`config.mk`:
```
export PLATFORM = sky130hd
export DESIGN_NAME = ls16x_chain
export DESIGN_NICKNAME = d
export VERILOG_FILES = /design/src/rtl/ls16x_chain.sv
export SDC_FILE = /design/constraint.sdc
export NUM_CORES = 1
export LEC_CHECK = 0
export ABC_AREA = 1
export CAP_MARGIN = 20
export CELL_PAD_IN_SITES_DETAIL_PLACEMENT = 0
export CELL_PAD_IN_SITES_GLOBAL_PLACEMENT = 1
export CORE_UTILIZATION = 26
export DETAILED_ROUTE_END_ITERATION = 16
export HOLD_SLACK_MARGIN = 0.06
export PLACE_DENSITY_LB_ADDON = 0.12
export SETUP_SLACK_MARGIN = 0.2
export SKIP_LAST_GASP = 1
export SYNTH_ARGS = -nofsm -noshare
export SYNTH_HDL_FRONTEND = slang
export SYNTH_SLANG_ARGS = --single-unit
```
`constraint.sdc`:
```
create_clock -name clk -period 1.95 [get_ports clk]
set_clock_uncertainty 0.1 [all_clocks]
set_input_delay 0.39 -clock clk [delete_from_list [all_inputs] [get_ports clk]]
set_output_delay 0.39 -clock clk [all_outputs]
set_load 0.005 [all_outputs]
```
`src/rtl/ls16x_chain.sv`:
```
// ls16x_chain: N-stage 74LS160/161/163-style synchronous counter chain.
// Optional LS16X_AUTO_RELOAD_EN: terminal count reloads din (divider mode).
module ls16x_chain #(
  parameter int DIGITS = 2,
  parameter int DECADE = 0
) (
  input  logic                  clk,
  input  logic                  n_clr,
  input  logic                  n_sclr,
  input  logic                  n_load,
  input  logic [4*DIGITS-1:0]   din,
  input  logic                  enp,
  input  logic                  ent,
  input  logic                  up,
  output logic [4*DIGITS-1:0]   q,
  output logic [DIGITS-1:0]     rco,
  output logic                  tc
);

  localparam logic [3:0] MAXV =
    (DECADE != 0) ? 4'd9 : 4'd15;

  logic [DIGITS-1:0] hit;
  logic [DIGITS-1:0] en;
  logic              reload;
  logic              acc;

  // Look-ahead carry: each stage sees the AND of ent and all lower hits
  always_comb begin
    hit = '0;
    en  = '0;
    rco = '0;
    acc = ent;
    for (int i = 0; i < DIGITS; i++) begin
      hit[i] = up ? (q[4*i +: 4] == MAXV)
                  : (q[4*i +: 4] == 4'd0);
      en[i]  = acc;
      acc    = acc & hit[i];
      rco[i] = acc;
    end
  end

  assign tc = rco[DIGITS-1];

`ifdef LS16X_AUTO_RELOAD_EN
  assign reload = enp & tc;
`else
  assign reload = 1'b0;
`endif

  // Out-of-range decade digits fall to 0 going up, 9 going down
  function automatic logic [3:0] step_dig(
    input logic [3:0] v,
    input logic       dir
  );
    logic [3:0] r;
    if (dir) begin
      r = (v >= MAXV) ? 4'd0 : v + 4'd1;
    end else begin
      if (v == 4'd0 || v > MAXV) r = MAXV;
      else                       r = v - 4'd1;
    end
    return r;
  endfunction

  always_ff @(posedge clk or negedge n_clr) begin
    if (!n_clr) begin
      q <= '0;
    end else if (!n_sclr) begin
      q <= '0;
    end else if (!n_load || reload) begin
      q <= din;
    end else begin
      for (int i = 0; i < DIGITS; i++) begin
        if (enp && en[i]) begin
          q[4*i +: 4] <= step_dig(q[4*i +: 4], up);
        end
      end
    end
  end

endmodule

```
### Word level (Yosys, flattened, before mapping)

Cells that the tools add are included.

* register bits after elaboration: 8
* logic and storage cells: 34
* input port bits: 15
* output and inout port bits: 11

* reduce and logical (&&, ||, !) cells: 6
* mux-type cells: 12
* add/sub/neg operators: 4
* bitwise logic cells: 2
* $lt $le $gt $ge: 4
* equal/unequal tests: 4

Operators by type and width (number)
* 4-bit 2-to-1 mux: 8
* 8-bit 2-to-1 mux: 2
* 4-bit by 1-bit adder with 4-bit output, second input constant: 2
* 4-bit == test, second input constant: 2
* 4-bit >= comparator, second input constant: 2
* 4-bit greater-than comparator, second input constant: 2
* 4-bit zero test: 2
* 4-bit by 1-bit subtractor with 4-bit output, second input constant: 2
* 3-bit by 2-bit inequality test with 1-bit output, second input constant: 2
* 1-bit bitwise AND: 2
* 1-bit logical AND: 2
* 1-bit logical OR: 2
* 1-bit 2-to-1 mux: 2

### Depth between registers and ports, before layout

* depth after elaboration: 7
* depth in mapped cells: 10
* depth with buffers taken out: 10

### Worst setup path before layout

Ideal clock, no wire load.

* path type: register -> output
* start: register q[0]
* end: output port rco[1]
* arrival time: 1336 ps
* setup slack: 124 ps
* buffers on the path: 1
* data required time: 1460 ps
* cell stages (with the launch flop): 10
* cells stage by stage: dfrtp_1 inv_1 ha_1 nand2_1 nand2_1 nand3_1 inv_1 nand2_1 a21oi_1 buf_4

* cells in the longest elaborated chain, start to end: 4
* elaborated cells on any way between the ends: 5
* classes of those cells: eq/ne: 1; mux: 1; bitwise: 2; reduce/logical: 1

Ends and longest elaborated chain
* start: declaration: RTL line 15 `output logic [4*DIGITS-1:0] q,`
* start signal: assignment: RTL line 72 `q <= din;`
* start signal: indexed assignment: RTL line 76 `q[4*i +: 4] <= step_dig(q[4*i +: 4], up);`
* 4-bit == test / 4-bit zero test (equally long branches): RTL line 35, 36
* 1-bit 2-to-1 mux (*): RTL line 35 `hit[i] = up ? (q[4*i +: 4] == MAXV)`
* 1-bit bitwise AND (*): RTL line 38 `acc = acc & hit[i];`
* net rco[0]: RTL line 16 `output logic [DIGITS-1:0] rco,`
* 1-bit bitwise AND (*): RTL line 38
* end: declaration: RTL line 16

The timed path passes the listed nets; every way through them passes the cells marked *.

### Worst setup path in the final report

* start: register q[0]
* end: output port tc

* cells in the longest elaborated chain, start to end: 4
* elaborated cells on any way between the ends: 5
* classes of those cells: eq/ne: 1; mux: 1; bitwise: 2; reduce/logical: 1

Ends and longest elaborated chain
* 4-bit == test / 4-bit zero test (equally long branches): RTL line 35, 36
* 1-bit 2-to-1 mux (*): RTL line 35
* 1-bit bitwise AND (*) (2 in series): RTL line 38
* end: declaration: RTL line 17 `output logic tc`

Every way passes the cells marked *; elsewhere a longest branch is shown, timed or not.

==> summary.txt <==
Run status -> finished with violations
Failing checks -> design-rule violations
Setup_tns -> 0 ps
DP Cell Count -> 211
Slew Limit Headroom -> 75.1%
Max Fanout on Critical Path -> 3
Worst Tran Pin Value -> 372 ps
Pins Over Slew Limit -> 0
Overall Power -> 785 uW
Seq cells post-synth -> 8
Root Buffer -> clkbuf_4
Mapped Cells -> 135
Share of layout cells above drive strength 1 -> 31.3%
Port buffer count -> 25
Hold-fix buffers at CTS -> 0
Fin crit share -> 98.7%
Largest registers -> q: 8 flops
Register bank with the most flops -> q
Final wirelength -> 2540 um
Crit path DAT -> 1440 ps
Clk Latency, worst-skew pair -> 250 ps
Setup violation total in the final timing report -> 0
Crit path kind -> reg -> out
DR vias/cell -> 4.56
Register area share after synthesis -> 24.7%
First element of the critical path -> q[0]$_DFFE_PN0P_
Initial Util -> 28.5%
Die Width -> 57.9 um
Routed len/inst -> 11.2 um
DP Worst Slack -> -416 ps
Placed wire-length estimate -> 1880 um
Reg area -> 203 um^2
Die Span Y -> 57.9 um
Clk slew on worst S/H paths -> 50 ps
Net count after synthesis -> 154
Hold Crit Class -> in -> async
I/O pin total -> 26
Critical Path Slowest Stage Cell -> dfrtp_1
Syn avg cell area -> 6.02 um^2
PD cells -> 551 nW/um^2
Crit-path max cell delay -> 380 ps
Global-route wire length before repair -> 4100 um
Total GRT Usage -> 15.9%
Final Non-Filler Cells -> 226
Cell Chain, Critical Path -> ha_2 > nand2_2 > o21ai_2 > nand3_1 > inv_1 > nand2_1 > a21oi_2 > buf_2
Post-route minimum period -> 1930 ps
Nets -> 216
Commonest non-fill, non-tap cells in the layout -> 46 x nand2_1, 30 x buf_4, 15 x nand3_1, 15 x nor2_1, 14 x clkdlybuf4s50_1
Yosys Warn Count -> 0
Max cap viols -> 0
Pin count of the biggest net entering global routing -> 16
Hold Vio Cnt, Final -> 0
RSZ-0062 raised after global routing -> yes
Max reg flops -> 8
Rows -> 19
WHS -> 315 ps
Worst R2R Path Depth -> 9
DR iter-0 viols -> 40
Die area -> 3350 um^2
Post-route ant nets -> 0
Startpoint types -> register
Area delta synth->final -> 75.3%
Unique masters post-synth -> 22
Worst EP required -> 1460 ps
Vias -> 1030
Core box area -> 2850 um^2
Leakage Power -> 0.799 nW
Detailed-router iteration count before antenna repair -> 10
Post-Syn Area -> 812 um^2
DRC viols -> 2
GPL Wtd Cong -> 0.760
Peak VDD IR -> 0.275 mV
Most common cell after layout, fill and taps aside -> nand2_1
CTS tree -> done
Area of the multi-input gates -> 552 um^2
Area leader, netlist -> dfrtp_1
Fillers -> 298
Overflow after GRT -> 0
Initial antenna violation count -> 0
PnR worst setup slack -> 24.9 ps
Max Fclk -> 0.519 GHz
RR Startpoint -> q[1]$_DFFE_PN0P_
Critical Path End Type -> primary output
Number of global-route vias before repair -> 975
H-Tree Depth -> 1
Clock tree buffer depth -> 2
Num Clock Sinks -> 8
Post-synth top area share -> 24.7%
CTS Buf Count -> 3
Main area contributors after synthesis -> dfrtp_1 25%, nand2_1 22%, nand3_1 9.2%
Ant. Diodes -> 0
## worst max-delay path: cells and delay by family (launching register included)
| kind | cells | cell delay (ps) |
|---|---|---|
| flops | 1 | 380 |
| buf+inv | 2 | 190 |
| compound gates | 2 | 200 |
| simple gates | 3 | 200 |
| fa+ha+maj | 1 | 210 |
## path summary, 6_finish.rpt
check | to | slack, ps
min reg2reg | q[6]$_DFFE_PN0P_ | 520
min | q[0]$_DFFE_PN0P_ | 320
max in group asynchronous | q[3]$_DFFE_PN0P_ | 1150
max | tc | 20
min in group clk | q[6]$_DFFE_PN0P_ | 520
max reg2reg | q[2]$_DFFE_PN0P_ | 360
## what timing repair did
item | CTS | global route
pin swaps | 3 | 9
setup endpoints to repair | 10 | 9
setup buffers | 7 | 5
resized for setup | 24 | 14
## where the power goes
part           switching [mW]  total [mW]  internal [mW]
Combinational           0.194       0.442          0.248
Clock                  0.0580       0.129         0.0705
Sequential             0.0256       0.214          0.188
Total                   0.278       0.785          0.507
## cell families after synthesis
logic type | synth area share (%)
AO/OA/AOI/OAI | 12.0
buffers and inverters | 11.9
adder cells (fa/ha/maj) | 6.16
AND/OR/NAND/NOR | 45.3
flip-flops | 24.7
## synthesized netlist by cell type, drive strengths merged
cell type / instances
nand2: 50
inv: 16
nand3: 16
nor2: 16
o21ai: 10
dfrtp: 8
buf: 5
a21oi: 4
ha: 4
nand4: 2
or2: 2
o211ai: 1
o221ai: 1
## routing by layer
metal / part of all wire (%) / GRT usage (%) / vias up
met5: 0 / 0 / -
met4: 2.2 / 7.14 / 0
met3: 3.9 / 1.34 / 6
met2: 46 / 25.9 / 24
met1: 48 / 21.5 / 451
li1: - / - / 549
## final cells by class
cell class                      instances  area share (%)
Clock buffer                            3            1.58
Inverter                               16            4.22
Sequential cell                         8            14.2
Multi-Input combinational cell        106            38.8
Timing Repair Buffer                   62            38.5
Tap cell                               31            2.72
## stage by stage
step | instance area (um^2) | util, %
floorplan | 816 | -
global placement | 1260 | 44.0
detailed placement | 1260 | 44.0
CTS | 1350 | 47.1
global route | 1420 | 49.9
finish | 1420 | 49.9
Note: power is estimated with default switching activity, not from simulation.
